### src/rtl/ps2_rx.sv
// ps2_rx: receiver for the two-wire keyboard-style serial link.
// Synchronises and deglitches the raw line clock and data, deframes
// start / 8 data bits LSB first / odd parity / stop, and presents each
// good byte on a one-entry valid/ready output register. Parity errors,
// framing errors (bad stop bit or stalled line clock) and overruns are
// reported as mutually exclusive one-cycle pulses.
module ps2_rx #(
    parameter int SYNC_STAGES    = 2,
    parameter int FILTER_LEN     = 4,
    parameter int TIMEOUT_CYCLES = 2000
) (
    input  logic       clk,
    input  logic       reset,
    input  logic       ps2_clk,
    input  logic       ps2_dat,
    output logic [7:0] out_data,
    output logic       out_valid,
    input  logic       out_ready,
    output logic       parity_err,
    output logic       frame_err,
    output logic       overrun,
    output logic       busy
);

    localparam int FW = (FILTER_LEN > 1) ? $clog2(FILTER_LEN) : 1;
    localparam int TW = $clog2(TIMEOUT_CYCLES + 1);
    localparam logic [FW-1:0] FILT_LAST = FW'(FILTER_LEN - 1);
    localparam logic [TW-1:0] TIMER_MAX = TW'(TIMEOUT_CYCLES);

    typedef enum logic [1:0] {
        IDLE,
        DATA,
        PARITY,
        STOP
    } state_t;

    logic [SYNC_STAGES-1:0] clk_sync;
    logic [SYNC_STAGES-1:0] dat_sync;
    logic                   line_clk;
    logic                   line_dat;

    logic                   filt_clk;
    logic [FW-1:0]          filt_cnt;
    logic                   fall;

    state_t                 state;
    logic [7:0]             shift;
    logic [2:0]             bit_cnt;
    logic                   par_bit;
    logic [TW-1:0]          timer;
    logic                   timed_out;

    assign line_clk  = clk_sync[SYNC_STAGES-1];
    assign line_dat  = dat_sync[SYNC_STAGES-1];
    assign timed_out = (timer == TIMER_MAX);

    // Bring both asynchronous lines into the system clock domain; idle level is high.
    always_ff @(posedge clk or posedge reset) begin
        if (reset) begin
            clk_sync <= '1;
            dat_sync <= '1;
        end else begin
            clk_sync <= {clk_sync[SYNC_STAGES-2:0], ps2_clk};
            dat_sync <= {dat_sync[SYNC_STAGES-2:0], ps2_dat};
        end
    end

    // Follow the line clock only after it holds a new level for FILTER_LEN cycles; flag the 1->0 step.
    always_ff @(posedge clk or posedge reset) begin
        if (reset) begin
            filt_clk <= 1'b1;
            filt_cnt <= '0;
            fall     <= 1'b0;
        end else begin
            fall <= 1'b0;
            if (line_clk != filt_clk) begin
                if (filt_cnt == FILT_LAST) begin
                    filt_clk <= line_clk;
                    filt_cnt <= '0;
                    fall     <= ~line_clk;
                end else begin
                    filt_cnt <= filt_cnt + FW'(1);
                end
            end else begin
                filt_cnt <= '0;
            end
        end
    end

    // Deframing FSM, stall timer, output register and error pulses.
    always_ff @(posedge clk or posedge reset) begin
        if (reset) begin
            state      <= IDLE;
            shift      <= '0;
            bit_cnt    <= '0;
            par_bit    <= 1'b0;
            timer      <= '0;
            out_data   <= '0;
            out_valid  <= 1'b0;
            parity_err <= 1'b0;
            frame_err  <= 1'b0;
            overrun    <= 1'b0;
            busy       <= 1'b0;
        end else begin
            parity_err <= 1'b0;
            frame_err  <= 1'b0;
            overrun    <= 1'b0;

            if (out_valid && out_ready) begin
                out_valid <= 1'b0;
            end

            if (state == IDLE || fall) begin
                timer <= '0;
            end else if (!timed_out) begin
                timer <= timer + TW'(1);
            end

            if (state != IDLE && !fall && timed_out) begin
                frame_err <= 1'b1;
                state     <= IDLE;
                busy      <= 1'b0;
            end else begin
                case (state)
                    IDLE: begin
                        if (fall && !line_dat) begin
                            state   <= DATA;
                            bit_cnt <= '0;
                            busy    <= 1'b1;
                        end
                    end
                    DATA: begin
                        if (fall) begin
                            shift[bit_cnt] <= line_dat;
                            bit_cnt        <= bit_cnt + 3'd1;
                            if (bit_cnt == 3'd7) begin
                                state <= PARITY;
                            end
                        end
                    end
                    PARITY: begin
                        if (fall) begin
                            par_bit <= line_dat;
                            state   <= STOP;
                        end
                    end
                    STOP: begin
                        if (fall) begin
                            state <= IDLE;
                            busy  <= 1'b0;
                            if (!line_dat) begin
                                frame_err <= 1'b1;
                            end else if (!(^{shift, par_bit})) begin
                                parity_err <= 1'b1;
                            end else if (!out_valid || out_ready) begin
                                out_data  <= shift;
                                out_valid <= 1'b1;
                            end else begin
                                overrun <= 1'b1;
                            end
                        end
                    end
                    default: begin
                        state <= IDLE;
                        busy  <= 1'b0;
                    end
                endcase
            end
        end
    end

endmodule

### config.mk
export PLATFORM = sky130hd
export DESIGN_NAME = ps2_rx
export DESIGN_NICKNAME = d
export VERILOG_FILES = /design/src/rtl/ps2_rx.sv
export SDC_FILE = /design/constraint.sdc
export NUM_CORES = 1
export LEC_CHECK = 0
export ABC_AREA = 1
export ABC_CLOCK_PERIOD_IN_PS = 2400
export CAP_MARGIN = 20
export CORE_AREA = 2 2 54 81
export CTS_BUF_LIST = sky130_fd_sc_hd__clkbuf_4
export DETAILED_ROUTE_END_ITERATION = 8
export DIE_AREA = 0 0 56 83
export GPL_ROUTABILITY_DRIVEN = 0
export GPL_TIMING_DRIVEN = 0
export HOLD_SLACK_MARGIN = 0.12
export PLACE_DENSITY_LB_ADDON = 0.05
export SLEW_MARGIN = 15
export SYNTH_ARGS = -nofsm -noshare
export SYNTH_HDL_FRONTEND = slang
export SYNTH_SLANG_ARGS = --single-unit
### constraint.sdc
create_clock -name clk -period 2.4 [get_ports clk]
set_input_delay 0.48 -clock clk [delete_from_list [all_inputs] [get_ports clk]]
set_output_delay 0.48 -clock clk [all_outputs]
set_load 0.1 [all_outputs]
==> impl_metrics.tcl, run 1 <==
set metrics [dict create \
    crit_fanout 2 \
    antennaDiodeCount 0 \
    layout-drive-gt1-share_pct 18.0 \
    htree_levels 2 \
    yosys-top-cells-count "nand2_1, dfrtp_1, inv_1" \
    clk_pin_slew_ps 130 \
    wl_per_cell_microns 12.8 \
    place_hpwl_microns 3450 \
    hold_violations 0 \
    drt_pass1_iterations 4 \
    yosysSeqAreaShare_pct 47.3 \
    die_w_microns 56 \
    dp_cells 343 \
    cts_resized 0 \
    via_per_inst 5.34 \
    cpPeakStageDelay_ps 1130 \
    required_ps 1920 \
    synth_top_area_share_pct 41.9 \
    clkSinkCount 46 \
    rsz0062_at_grt "no" \
    yosys.area.top_type "dfrtp_1" \
    drt-initial-drc-count 74 \
    final_nets 319 \
    num_io_pins 18 \
    tightest_slew_ps 982 \
    period_minus_slack_ps 2330 \
    crit_family "buffers and inverters" \
    async_reset_ff_share_pct 100 \
    yosys_warnings 0 \
    synth-edff-count 0 \
    p_per_area_mw_per_mm2 803 \
    root_buffer "clkbuf_4" \
    slew_violations 0 \
    critical_path_class "reg -> out" \
    wirelength_microns 4480 \
    layout.cells.non_filler 351 \
    clock-skew-final_ps 15.3 \
    reg2reg_slack_ps 760 \
    grt_usage_pct 22.0 \
    core_sq_mm 0.00392 \
    antenna_found_initial 0 \
    clk-insertion-delay-late_ps 350 \
    r2r_start "timer[0]" \
    start_util_pct 62.4 \
    fin_setup_tns_ps 0 \
    grt-busiest-layer "met2" \
    use_met3_pct 3.74 \
    endpoint "out_data[1]" \
    cts_buffers 5 \
    synthCells 280 \
    hp-class "in -> async" \
    cp_num_buf_inv 1 \
    crit_slowest_cell "clkdlybuf4s50_1" \
    antenna_left 0 \
    use_met2_pct 40.4 \
    crit_start "out_data[1]" \
    drv_cap 0 \
    cp.depth 1 \
    reg2regPathDepth 9 \
    area_delta_synth_final_pct 12.7 \
    final.period_utilization_pct 97.2 \
    gr-usage-met1_pct 24.4 \
    port_buffers 17 \
    finalSetupViolations 0 \
    route.detailed.drc 0 \
    synth.most_common_cell "nand2_1" \
    avgSynthCellArea_sq_um 8.74 \
    syn_area_sq_mm 0.00245 \
    cts_tree "done" \
    die_area_sq_mm 0.00465 \
    worstReg2RegEnd "state[1]" \
    worstSetupStartpointType "flip-flop" \
    grt_pass1_wl_microns 8130 \
    grt_start_max_net_pins 37 \
    worstPathArrival_ps 1850 \
    vias 1873 \
    cts_setup_buffers 0 \
    cp_cell_sequence "clkdlybuf4s50_1" \
    fp.dieH_microns 83 \
    num_rows 28 \
    synth_nets 294 \
    synthFlopType "dfrtp_1" \
    peakVddDrop_mv 0.580 \
    relSlewSlack_pct 34.4 \
    yosysUniqueCellTypes 32 \
    cts_hold_buf 0 \
    status "completed" \
    synth_area_leaders "dfrtp_1, nand2_1, dfstp_2, inv_1, ha_1" \
    p_leak_uw 0.00144 \
    clockBufferDepth 2 \
    end_kind "output port" \
    fmax_mhz 429 \
    grt_pass1_vias 1885 \
    grt_overflow 0 \
    ys_ff_latch 46 \
]
==> area by class of cell <==
| class | count | area [sq um] |
|---|---|---|
| Fill cell | 335 | 1160 |
| Sequential cell | 46 | 1160 |
| Multi-Input combinational cell | 190 | 1110 |
| Timing Repair Buffer | 18 | 200 |
| Inverter | 40 | 155 |
| Tap cell | 45 | 56.3 |
| Clock buffer | 6 | 45.0 |
| Buffer | 4 | 22.5 |
| Clock inverter | 2 | 8.76 |
==> logic make-up (layout without fill, tap and decap cells) <==
kind of cell / count (synthesis) / after routing / share of synthesized area [%]
compound gates: 41 / 41 / 8.99
xor+xnor: 4 / 4 / 1.43
fa+ha+maj: 9 / 9 / 4.60
buf+inv: 44 / 70 / 7.26
flops: 46 / 46 / 47.3
simple gates: 136 / 136 / 30.5
==> layout by cell type, fill, tap and decap left out, drive strengths merged, types with 9 or more instances in the layout <==
cell type / synthesis / layout
nand2: 78 / 78
dfrtp: 41 / 41
inv: 39 / 39
nor2: 20 / 20
nand3: 20 / 20
a21oi: 16 / 16
o21ai: 15 / 15
clkdlybuf4s50: 0 / 13
nand4: 10 / 10
a31oi: 9 / 9
ha: 9 / 9
==> per-stage QoR <==
| stage | worst slack [ps] | area, sq um | hold WS, ps | util [%] | total power, uW |
|---|---|---|---|---|---|
| final | 67.1 | 2760 | 350 | 70.3 | 2220 |
| after global routing | 2.18 | 2760 | 360 | 70.3 | 2410 |
| after CTS | 29.3 | 2750 | 345 | 70.1 | 2240 |
| after detailed placement | 435 | 2700 | 348 | 68.7 | 1890 |
| after global placement | -16.4 | 2680 | 345 | 68.2 | 1850 |
| after floorplan | 795 | 2450 | 345 | - | 1690 |
==> worst min-delay path by stage <==
stage                startpoint     endpoint  slack [ps]  depth (start not counted)
floorplan           clk_sync[0]  clk_sync[1]         350                          0
global route              reset      overrun         360                          2
global placement    dat_sync[0]  dat_sync[1]         350                          0
detailed placement  dat_sync[0]  dat_sync[1]         350                          0
finish                    reset      overrun         350                          2
CTS                       reset      overrun         350                          2
==> where the power goes <==
group | switching, uW | leakage (uW) | internal [uW]
Sequential | 108 | 0.000615 | 889
Clock | 226 | 0.0000331 | 122
Combinational | 573 | 0.000794 | 297
==> flip-flops by register name, summed over array words and instances (netlist names) <==
| signal | count |
|---|---|
| busy | 1 |
| overrun | 1 |
| filt_cnt | 2 |
| clk_sync | 2 |
| out_valid | 1 |
| fall | 1 |
| state | 2 |
| out_data | 8 |
| par_bit | 1 |
| frame_err | 1 |
| timer | 11 |
| bit_cnt | 3 |
| dat_sync | 2 |
| parity_err | 1 |
| filt_clk | 1 |
| shift | 8 |
==> layer usage <==
layer  routed length (microns)  up-vias
met5                         0        -
met4                       117        0
met3                        80        8
met2                      2550       28
met1                      1730      877
li1                          -      960
(Power assumes the default switching activity.)
==> inputs of run 2 (changes only) <==
--- a/config.mk
+++ b/config.mk
@@ -7,7 +7,6 @@
 export LEC_CHECK = 0
 export ABC_AREA = 1
 export ABC_CLOCK_PERIOD_IN_PS = 2400
-export CAP_MARGIN = 20
 export CORE_AREA = 2 2 54 81
 export CTS_BUF_LIST = sky130_fd_sc_hd__clkbuf_4
 export DETAILED_ROUTE_END_ITERATION = 8
==> results of run 2 <==
No change in the layout: final DEF, timing and power equal those of run 1.
==> inputs of run 3 (changes only) <==
--- a/config.mk
+++ b/config.mk
@@ -5,12 +5,11 @@
 export SDC_FILE = /design/constraint.sdc
 export NUM_CORES = 1
 export LEC_CHECK = 0
-export ABC_AREA = 1
 export ABC_CLOCK_PERIOD_IN_PS = 2400
-export CORE_AREA = 2 2 54 81
+export CORE_AREA = 2 2 60 91
 export CTS_BUF_LIST = sky130_fd_sc_hd__clkbuf_4
 export DETAILED_ROUTE_END_ITERATION = 8
-export DIE_AREA = 0 0 56 83
+export DIE_AREA = 0 0 62 93
 export GPL_ROUTABILITY_DRIVEN = 0
 export GPL_TIMING_DRIVEN = 0
 export HOLD_SLACK_MARGIN = 0.12
==> constraint.sdc (replaced) <==
create_clock -name clk -period 2.4 [get_ports clk]
set_input_delay 0.48 -clock clk [delete_from_list [all_inputs] [get_ports clk]]
set_output_delay 0.48 -clock clk [all_outputs]
set_load 0.02 [all_outputs]
==> impl_metrics.tcl, run 3 <==
set metrics [dict create \
    largest_registers "timer: 11 flops, out_data: 8 flops, shift: 8 flops" \
    antenna_left 0 \
    drt-initial-drc-count 39 \
    fin_area_sq_mm 0.00257 \
    fmax_mhz 457 \
    grt_pass1_wl_microns 6820 \
    rsz0062_at_grt "no" \
    htree_levels 2 \
    critical_path_class "reg -> reg" \
    synth-edff-count 0 \
    root_buffer "clkbuf_4" \
    synthFlopType "dfrtp_1" \
    finalSetupViolations 0 \
    ys_ff_latch 46 \
    num_io_pins 18 \
    clk_pin_slew_ps 140 \
    yosysSeqAreaShare_pct 52.0 \
    p_leak_uw 0.00116 \
    synthCells 194 \
    async_reset_ff_share_pct 100 \
    cts_hold_buf 0 \
    yosys_warnings 0 \
    worstReg2RegEnd "state[1]" \
    antenna_found_initial 0 \
    die_w_microns 62 \
    final_nets 233 \
    via_per_inst 5.17 \
    antennaDiodeCount 0 \
    wirelength_microns 3940 \
    final_cell_mix "dfrtp_1, mux2_2, clkdlybuf4s50_1" \
    cts_buffers 5 \
    status "completed" \
    required_ps 2650 \
    clock-skew-final_ps 12.5 \
    relSlewSlack_pct 67.5 \
    peakVddDrop_mv 0.358 \
    syn_area_sq_mm 0.00223 \
    vias 1490 \
    synth_nets 208 \
    fp.dieH_microns 93 \
    grt_usage_pct 16.0 \
    clkSinkCount 46 \
    grt_overflow 0 \
    grt_start_max_net_pins 36 \
    core_sq_mm 0.00500 \
    route.detailed.drc 0 \
    end_kind "flip-flop" \
    drv_cap 0 \
    avgSynthCellArea_sq_um 11.5 \
    largest_reg_flops 11 \
    final.period_utilization_pct 91.2 \
    crit_fanout 9 \
    slew_violations 0 \
    yosys-top-cells-count "dfrtp_1, mux2_2, nor2_1" \
    tightest_slew_ps 483 \
    clk-insertion-delay-late_ps 350 \
    synth_area_leaders "dfrtp_1, mux2_2, dfstp_2, ha_1, xnor2_1" \
    mostFrequentLayoutCell "dfrtp_1" \
    cts_setup_buffers 0 \
    die_area_sq_mm 0.00577 \
    worstPathArrival_ps 2440 \
    fin_setup_tns_ps 0 \
    r2r_start "state[0]" \
    worstSetupStartpointType "flip-flop" \
    layout-drive-gt1-share_pct 18.2 \
    yosys.area.top_type "dfrtp_1" \
    period_minus_slack_ps 2190 \
    area_delta_synth_final_pct 15.3 \
    drt_pass1_iterations 4 \
    wl_per_cell_microns 13.7 \
    placed_cell_area_sq_mm 0.00250 \
    port_buffers 17 \
    yosysUniqueCellTypes 39 \
    synth_top_area_share_pct 46.1 \
    hp-class "in -> async" \
    grt_pass1_vias 1526 \
    regMostFlops "timer" \
    cts_resized 1 \
    cts_tree "done" \
    place_hpwl_microns 2950 \
    start_util_pct 44.5 \
    reg2regPathDepth 7 \
    reg2reg_slack_ps 210 \
    num_rows 32 \
    clockBufferDepth 2 \
    p_per_area_mw_per_mm2 694 \
    hold_violations 0 \
    synth.most_common_cell "dfrtp_1" \
]
-- run 3: cells by family after synthesis --
kind of cell / after synthesis / share of synthesized area [%]
multiplexers: 23 / 12.0
AND/OR/NAND/NOR: 72 / 16.9
buffers and inverters: 11 / 1.85
adder cells (fa/ha/maj): 9 / 5.06
AO/OA/AOI/OAI: 18 / 5.00
flip-flops: 46 / 52.0
XOR/XNOR: 15 / 7.19
-- run 3: per-stage QoR --
stage | total power, uW | utilization [%] | std cells | setup slack [ps] | hold slack [ps]
detailed placement | 1430 | 50.0 | 280 | -21.5 | 349
floorplan | 1310 | - | 194 | 424 | 345
CTS | 1810 | 51.3 | 288 | 194 | 354
global route | 1930 | 51.3 | 288 | 37.6 | 350
global placement | 1400 | 49.6 | 279 | -40.2 | 346
finish | 1780 | 51.3 | 288 | 211 | 361
-- run 3: per-layer routing --
layer  vias up  track usage [%]  routed length (microns)
li1        723                -                        -
met1       736             16.4                     1520
met2        22             29.2                     2240
met3         9             3.73                       92
met4         0             6.38                       90
met5         -                0                        0
-- run 3: cell type report --
class | count | area, sq um
timing repair buffer | 18 | 190
tap | 68 | 85.1
inverter | 6 | 22.5
sequential | 46 | 1160
fill | 467 | 2440
multi-input combinational | 137 | 1030
clock buffer | 6 | 45.0
buffer | 5 | 18.8
clock inverter | 2 | 13.8
-- run 3: worst max path at each step --
stage | depth (start not counted) | to | startpoint | slack [ps]
after global placement | 2 | parity_err | reset | -40
after CTS | 7 | state[1] | state[0] | 190
after floorplan | 7 | state[1] | state[0] | 420
after global routing | 7 | state[1] | state[0] | 40
final | 7 | state[1] | state[0] | 210
after detailed placement | 7 | state[1] | state[0] | -20
-- run 3: worst max-delay path, stage by stage, from the launching register on --
cell,delay (ps)
dfrtp_1,440
inv_1,90
ha_1,200
clkbuf_1,220
or2_2,380
nor4_2,440
o31ai_1,130
a21o_1,190
-- run 3: power breakdown --
| group | total, uW | switching [uW] | internal, uW |
|---|---|---|---|
| combinational | 489 | 274 | 215 |
| sequential | 922 | 66.4 | 856 |
| clock | 369 | 242 | 127 |
| total | 1780 | 583 | 1200 |
